**config.mk**
```make
export PLATFORM = sky130hd
export DESIGN_NAME = page_bitmap_alloc
export DESIGN_NICKNAME = d
export VERILOG_FILES = /design/src/rtl/page_bitmap_alloc_pkg.sv /design/src/rtl/page_bitmap_alloc_free_slot_scan.sv /design/src/rtl/page_bitmap_alloc.sv
export SDC_FILE = /design/constraint.sdc
export NUM_CORES = 1
export LEC_CHECK = 0
export CORE_MARGIN = 4
export CORE_UTILIZATION = 59
export CTS_CLUSTER_SIZE = 10
export DETAILED_ROUTE_END_ITERATION = 7
export GPL_TIMING_DRIVEN = 0
export PLACE_DENSITY = 0.85
export REMOVE_ABC_BUFFERS = 1
export SKIP_LAST_GASP = 1
export SLEW_MARGIN = 5
export SYNTH_ARGS = -nofsm -noshare
export SYNTH_HDL_FRONTEND = slang
export SYNTH_SLANG_ARGS = --single-unit
```
**constraint.sdc**
```tcl
create_clock -name clk -period 9.2 [get_ports clk]
set_clock_uncertainty 0.05 [all_clocks]
set_input_delay 1.38 -clock clk [delete_from_list [all_inputs] [get_ports clk]]
set_output_delay 1.38 -clock clk [all_outputs]
set_load 0.005 [all_outputs]
```
**src/rtl/page_bitmap_alloc_pkg.sv**
```systemverilog
// Shared constants and types for the page bitmap allocator and its scanner.
package page_bitmap_alloc_pkg;

  localparam int PAGE_NUM   = 64;
  localparam int PAGE_IDX_W = 6;
  localparam int PAGE_CNT_W = 7;

  typedef logic [PAGE_NUM-1:0] bitmap_t;
  typedef logic [1:0]          fsm_state_t;

  localparam fsm_state_t IDLE   = 2'd0;
  localparam fsm_state_t SCAN   = 2'd1;
  localparam fsm_state_t COMMIT = 2'd2;

endpackage

```
**src/rtl/page_bitmap_alloc_free_slot_scan.sv**
```systemverilog
// Registered lowest-zero scanner: one-hot mask, 1-based position (0 = none)
// and found flag for the lowest free page, one cycle after the bitmap is seen.
module free_slot_scan
  import page_bitmap_alloc_pkg::*;
(
  input  logic                  clk,
  input  logic                  rst,
  input  bitmap_t               vec_i,
  output bitmap_t               mask_o,
  output logic [PAGE_CNT_W-1:0] pos_o,
  output logic                  found_o
);

  bitmap_t               mask_d, mask_q;
  logic [PAGE_CNT_W-1:0] pos_d, pos_q;
  logic                  found_d, found_q;

  // Adding one ripples through the low run of ones, isolating the lowest zero.
  always_comb begin
    mask_d  = ~vec_i & (vec_i + bitmap_t'(1));
    found_d = ~&vec_i;
    pos_d   = '0;
    for (int i = PAGE_NUM - 1; i >= 0; i--) begin
      if (!vec_i[i]) pos_d = PAGE_CNT_W'(i + 1);
    end
  end

  always_ff @(posedge clk) begin
    if (rst) begin
      mask_q  <= '0;
      pos_q   <= '0;
      found_q <= 1'b0;
    end else begin
      mask_q  <= mask_d;
      pos_q   <= pos_d;
      found_q <= found_d;
    end
  end

  assign mask_o  = mask_q;
  assign pos_o   = pos_q;
  assign found_o = found_q;

endmodule

```
**src/rtl/page_bitmap_alloc.sv**
```systemverilog
// 64-page free/used bitmap allocator with an IDLE/SCAN/COMMIT issue FSM.
// Optional macro FREE_CHECK_EN enables the free_err pulse on rejected frees.
module page_bitmap_alloc
  import page_bitmap_alloc_pkg::*;
#(
  parameter int RESV_PAGES = 0
)
(
  input  logic                  clk,
  input  logic                  rst,
  input  logic                  alloc_req,
  output logic                  alloc_ready,
  output logic                  alloc_valid,
  output logic                  alloc_fail,
  output logic [PAGE_IDX_W-1:0] alloc_pos,
  input  logic                  free_req,
  input  logic [PAGE_IDX_W-1:0] free_pos,
  output logic                  free_err,
  output logic [PAGE_CNT_W-1:0] free_cnt,
  output logic [PAGE_NUM-1:0]   bitmap_out
);

  localparam bitmap_t               RESV_MASK = (64'd1 << RESV_PAGES) - 64'd1;
  localparam logic [PAGE_CNT_W-1:0] RESET_CNT = PAGE_CNT_W'(PAGE_NUM - RESV_PAGES);

  fsm_state_t            state_d, state_q;
  bitmap_t               bitmap_d, bitmap_q;
  logic [PAGE_CNT_W-1:0] cnt_d, cnt_q;
  logic [PAGE_IDX_W-1:0] pos_d, pos_q;
  logic                  valid_d, valid_q;
  logic                  fail_d, fail_q;

  bitmap_t               scan_mask;
  logic [PAGE_CNT_W-1:0] scan_pos;
  logic                  scan_found;

  logic                  free_ok;
  logic                  commit;
  logic                  alloc_ok;

  // The scanner samples the live bitmap at the SCAN->COMMIT edge, so a free
  // landing on that same edge is invisible to the result being committed.
  free_slot_scan u_scan (
    .clk     (clk),
    .rst     (rst),
    .vec_i   (bitmap_q),
    .mask_o  (scan_mask),
    .pos_o   (scan_pos),
    .found_o (scan_found)
  );

  // Reserved pages stay set forever, so the mask check is what rejects them.
  assign free_ok  = free_req && bitmap_q[free_pos] && !RESV_MASK[free_pos];
  assign commit   = (state_q == COMMIT);
  assign alloc_ok = commit && scan_found;

  always_comb begin
    state_d = state_q;
    case (state_q)
      IDLE:    if (alloc_req) state_d = SCAN;
      SCAN:    state_d = COMMIT;
      COMMIT:  state_d = IDLE;
      default: state_d = IDLE;
    endcase

    bitmap_d = bitmap_q;
    if (alloc_ok) bitmap_d = bitmap_d | scan_mask;
    if (free_ok)  bitmap_d[free_pos] = 1'b0;

    case ({alloc_ok, free_ok})
      2'b10:   cnt_d = cnt_q - PAGE_CNT_W'(1);
      2'b01:   cnt_d = cnt_q + PAGE_CNT_W'(1);
      default: cnt_d = cnt_q;
    endcase

    pos_d   = alloc_ok ? PAGE_IDX_W'(scan_pos - PAGE_CNT_W'(1)) : pos_q;
    valid_d = alloc_ok;
    fail_d  = commit && !scan_found;
  end

  always_ff @(posedge clk) begin
    if (rst) begin
      state_q  <= IDLE;
      bitmap_q <= RESV_MASK;
      cnt_q    <= RESET_CNT;
      pos_q    <= '0;
      valid_q  <= 1'b0;
      fail_q   <= 1'b0;
    end else begin
      state_q  <= state_d;
      bitmap_q <= bitmap_d;
      cnt_q    <= cnt_d;
      pos_q    <= pos_d;
      valid_q  <= valid_d;
      fail_q   <= fail_d;
    end
  end

`ifdef FREE_CHECK_EN
  logic err_q;

  always_ff @(posedge clk) begin
    if (rst) err_q <= 1'b0;
    else     err_q <= free_req && !free_ok;
  end

  assign free_err = err_q;
`else
  assign free_err = 1'b0;
`endif

  assign alloc_ready = (state_q == IDLE);
  assign alloc_valid = valid_q;
  assign alloc_fail  = fail_q;
  assign alloc_pos   = pos_q;
  assign free_cnt    = cnt_q;
  assign bitmap_out  = bitmap_q;

endmodule

```
==> results.cfg <==
[cells_and_area]
most-common-layout-cells = 152 x dfxtp_1, 90 x a21oi_1, 87 x clkdlybuf4s50_1
area_growth_pct = 22.3
final_common_cell = dfxtp_1
drive_above_1_share_pct = 7.75
fin_area_um2 = 8230
nFillCells = 789
nets = 831
antenna_cells = 0

[synthesis]
synthMuxAreaShare_pct = 4.18
synthAdderAreaFrac_pct = 1.60
synth_top_family_by_area = simple AND/OR/NAND/NOR gates
ys_async_sr_fraction_pct = 0
synthCells = 753
synth.cell_area_um2 = 6730
synth-compound-area-share_pct = 21.4
synth_ff_type = dfxtp_1
synth_cell_types = 61
synth-simple-area-share_pct = 22.3
synth_area_per_cell_um2 = 8.94
ys_seq_area_share_pct = 45.2
synth_seq_cells = 152
synth_xor_xnor_area_share_pct = 1.17
synth_edf_count = 0
yosysWarnings = 0

[die]
die_h_um = 115
fp.dieW_um = 115
num_rows = 38
die_area_um2 = 13200
pin_count = 91
core-area_um2 = 11000
initial_utilization_pct = 61.3

[worst_setup_path]
critPathSlowestCell = nor3_2
path_delay_family = compound AO/OA/AOI/OAI gates
path_cells = clkdlybuf4s50_1, nor3_2, a221o_1, a211oi_1, o211ai_1, o211a_1, ha_1, inv_1, fa_1, a21o_1, a21o_1, a211o_1, o211ai_1, xnor2_1, nand2b_1
end_kind = flip-flop
worst-path-buf-inv = 2
worst-endpoint-arrival_ns = 6.96
startpoint_type = input pin
worstSetupPathType = in2reg
crit_fanout = 27
required_ns = 9.47
cpPeakStageDelay_ns = 1.28

[outcome]
violations = DRC
outcome = finished, violations left

[place]
gp_congestion = 0.994
dp_hpwl_um = 13500
pre_cts_slack_ns = 2.27
placed_area_um2 = 7640
portBuffers = 89

[timing]
hold_viol_final = 0
fin_crit_ns = 6.69
period_share_pct = 72.8
max_slew_margin_pct = 14.2
clock.fmax_mhz = 149
rsz0062_at_grt = no
finalWorstSetupSlack_ns = 2.51
worstMarginPinSlew_ns = 1.28
setup_violations = 0
maxSlewViolCount = 0
fin_tns_setup_ns = 0

[clock_network]
cts_root_buf = clkbuf_16
cts_buffers = 17
clk_latency_ns = 0.43
cts_tree = built
cts.clk_slew.worst_paths_ns = 0.06
cts_setup_buffers = 0
clock_sinks = 152
cts_resized = 0
cts_buffer_depth = 2
cts-htree-levels = 4
holdBufCountCts = 0

[detailed_routing]
remaining_drc_errors = 1
postRouteAntennaNets = 0
dr.pass1.iters = 8
routed_wl_um = 20200
vias_per_cell = 6.62
via_count = 6399
detailedRoute.firstIterationViolations = 713
wire_per_inst_um = 20.9

[global_route]
grt-ovfl-total = 0
grt_pass1_wl_um = 31500
grt_use_total_pct = 30.8
antenna_found_initial = 0
grt_pass1_vias = 5944
grt_max_degree = 88

[pwr]
switching_share_pct = 22.3
power.leakage_nw = 2.66
pwr_density_cell_nw_per_um2 = 178
vdd_ir_drop_max_mv = 0.166
p_switching_uw = 326
intPower_mw = 1.14
power_frac_seq_pct = 45.7
p_comb_share_pct = 6.7
pwr-share-clk_pct = 47.5

[job]
max_cap_violations = 0

[worst_hold_path]
hp-class = reg2reg
## cells in the mapped netlist, types with 6 or more instances
cell type  count  area share (%)
dfxtp_1      152              45
a21oi_1       90             6.7
nand2_1       58             3.2
a211oi_1      57             6.4
nor2_1        54             3.0
clkbuf_1      31             1.7
nor3_1        28             2.1
nand4_1       19             1.8
nand3_1       18             1.3
inv_1         16            0.89
o21ai_0       15             1.1
nor4_1        14             1.3
nor3b_1       13             1.5
buf_2         12            0.89
a311oi_1      11             1.4
nand2b_1      11             1.0
o211ai_1      10             1.1
a21o_1         9             1.0
a31oi_1        9            0.84
mux2i_1        9             1.3
nor4b_1        8             1.0
or2_2          8            0.74
buf_1          7            0.39
ha_1           7             1.3
nor2b_1        7            0.65
mux4_2         6             2.0
## metrics by stage
step	total power [mW]	hold WS (ns)	util (%)	std cells
after floorplan	0.735	0.340	-	702
after global placement	0.776	0.350	69.1	931
after detailed placement	0.782	0.376	69.5	934
after CTS	1.47	0.384	74.9	966
after global routing	1.51	0.402	74.9	966
final	1.47	0.383	74.9	966
## per-layer routing
layer | share of wire (%) | vias up | track usage (%)
li1 | - | 2921 | -
met1 | 40 | 3058 | 40.6
met2 | 47 | 367 | 48.5
met3 | 10 | 53 | 8.79
met4 | 2.7 | 0 | 11.2
met5 | 0 | - | 0
## worst paths after layout
check                            startpoint                       end  slack [ns]  cells after the start
setup / recovery                free_pos[0]  free_cnt[6]$_SDFFE_PP1P_        2.51                     15
hold reg to reg   u_scan.found_o$_SDFF_PP0_     alloc_fail$_SDFF_PP0_        0.38                      1
hold / removal    u_scan.found_o$_SDFF_PP0_     alloc_fail$_SDFF_PP0_        0.38                      1
setup reg to reg  bitmap_out[56]$_SDFF_PP0_  free_cnt[6]$_SDFFE_PP1P_        5.10                     15
## logic make-up (layout without fill, tap and decap cells)
family / Yosys count / after routing
adder cells (fa/ha/maj): 8 / 8
multiplexers: 20 / 20
buffers and inverters: 67 / 140
XOR/XNOR: 9 / 9
other: 1 / 1
AND/OR/NAND/NOR: 272 / 272
AO/OA/AOI/OAI: 224 / 224
flip-flops: 152 / 152
## power by group through the flow
stage | registers [mW] | clock network [mW] | logic [mW]
detailed placement | 0.685 | 0 | 0.0966
global placement | 0.685 | 0 | 0.0911
finish | 0.671 | 0.697 | 0.0986
global route | 0.672 | 0.731 | 0.106
floorplan | 0.685 | 0 | 0.0499
CTS | 0.671 | 0.700 | 0.0973
## area by class of cell
class	instances	area (µm²)	area share (%)
flip-flops and latches	152	3040	37.0
well taps	140	175	2.13
clock inverters	7	90.1	1.10
repair buffers	92	922	11.2
inverters	16	60.1	0.730
multi-input cells	534	3430	41.7
clock buffers	25	505	6.14
## flip-flops by register name, indices dropped and copies added, names as in the netlist
name / flops
u_scan.found_o: 1
free_cnt: 7
state_q: 2
u_scan.mask_o: 64
u_scan.pos_o: 6
alloc_valid: 1
alloc_fail: 1
alloc_pos: 6
bitmap_out: 64
Note: power is estimated with default switching activity, not from simulation.
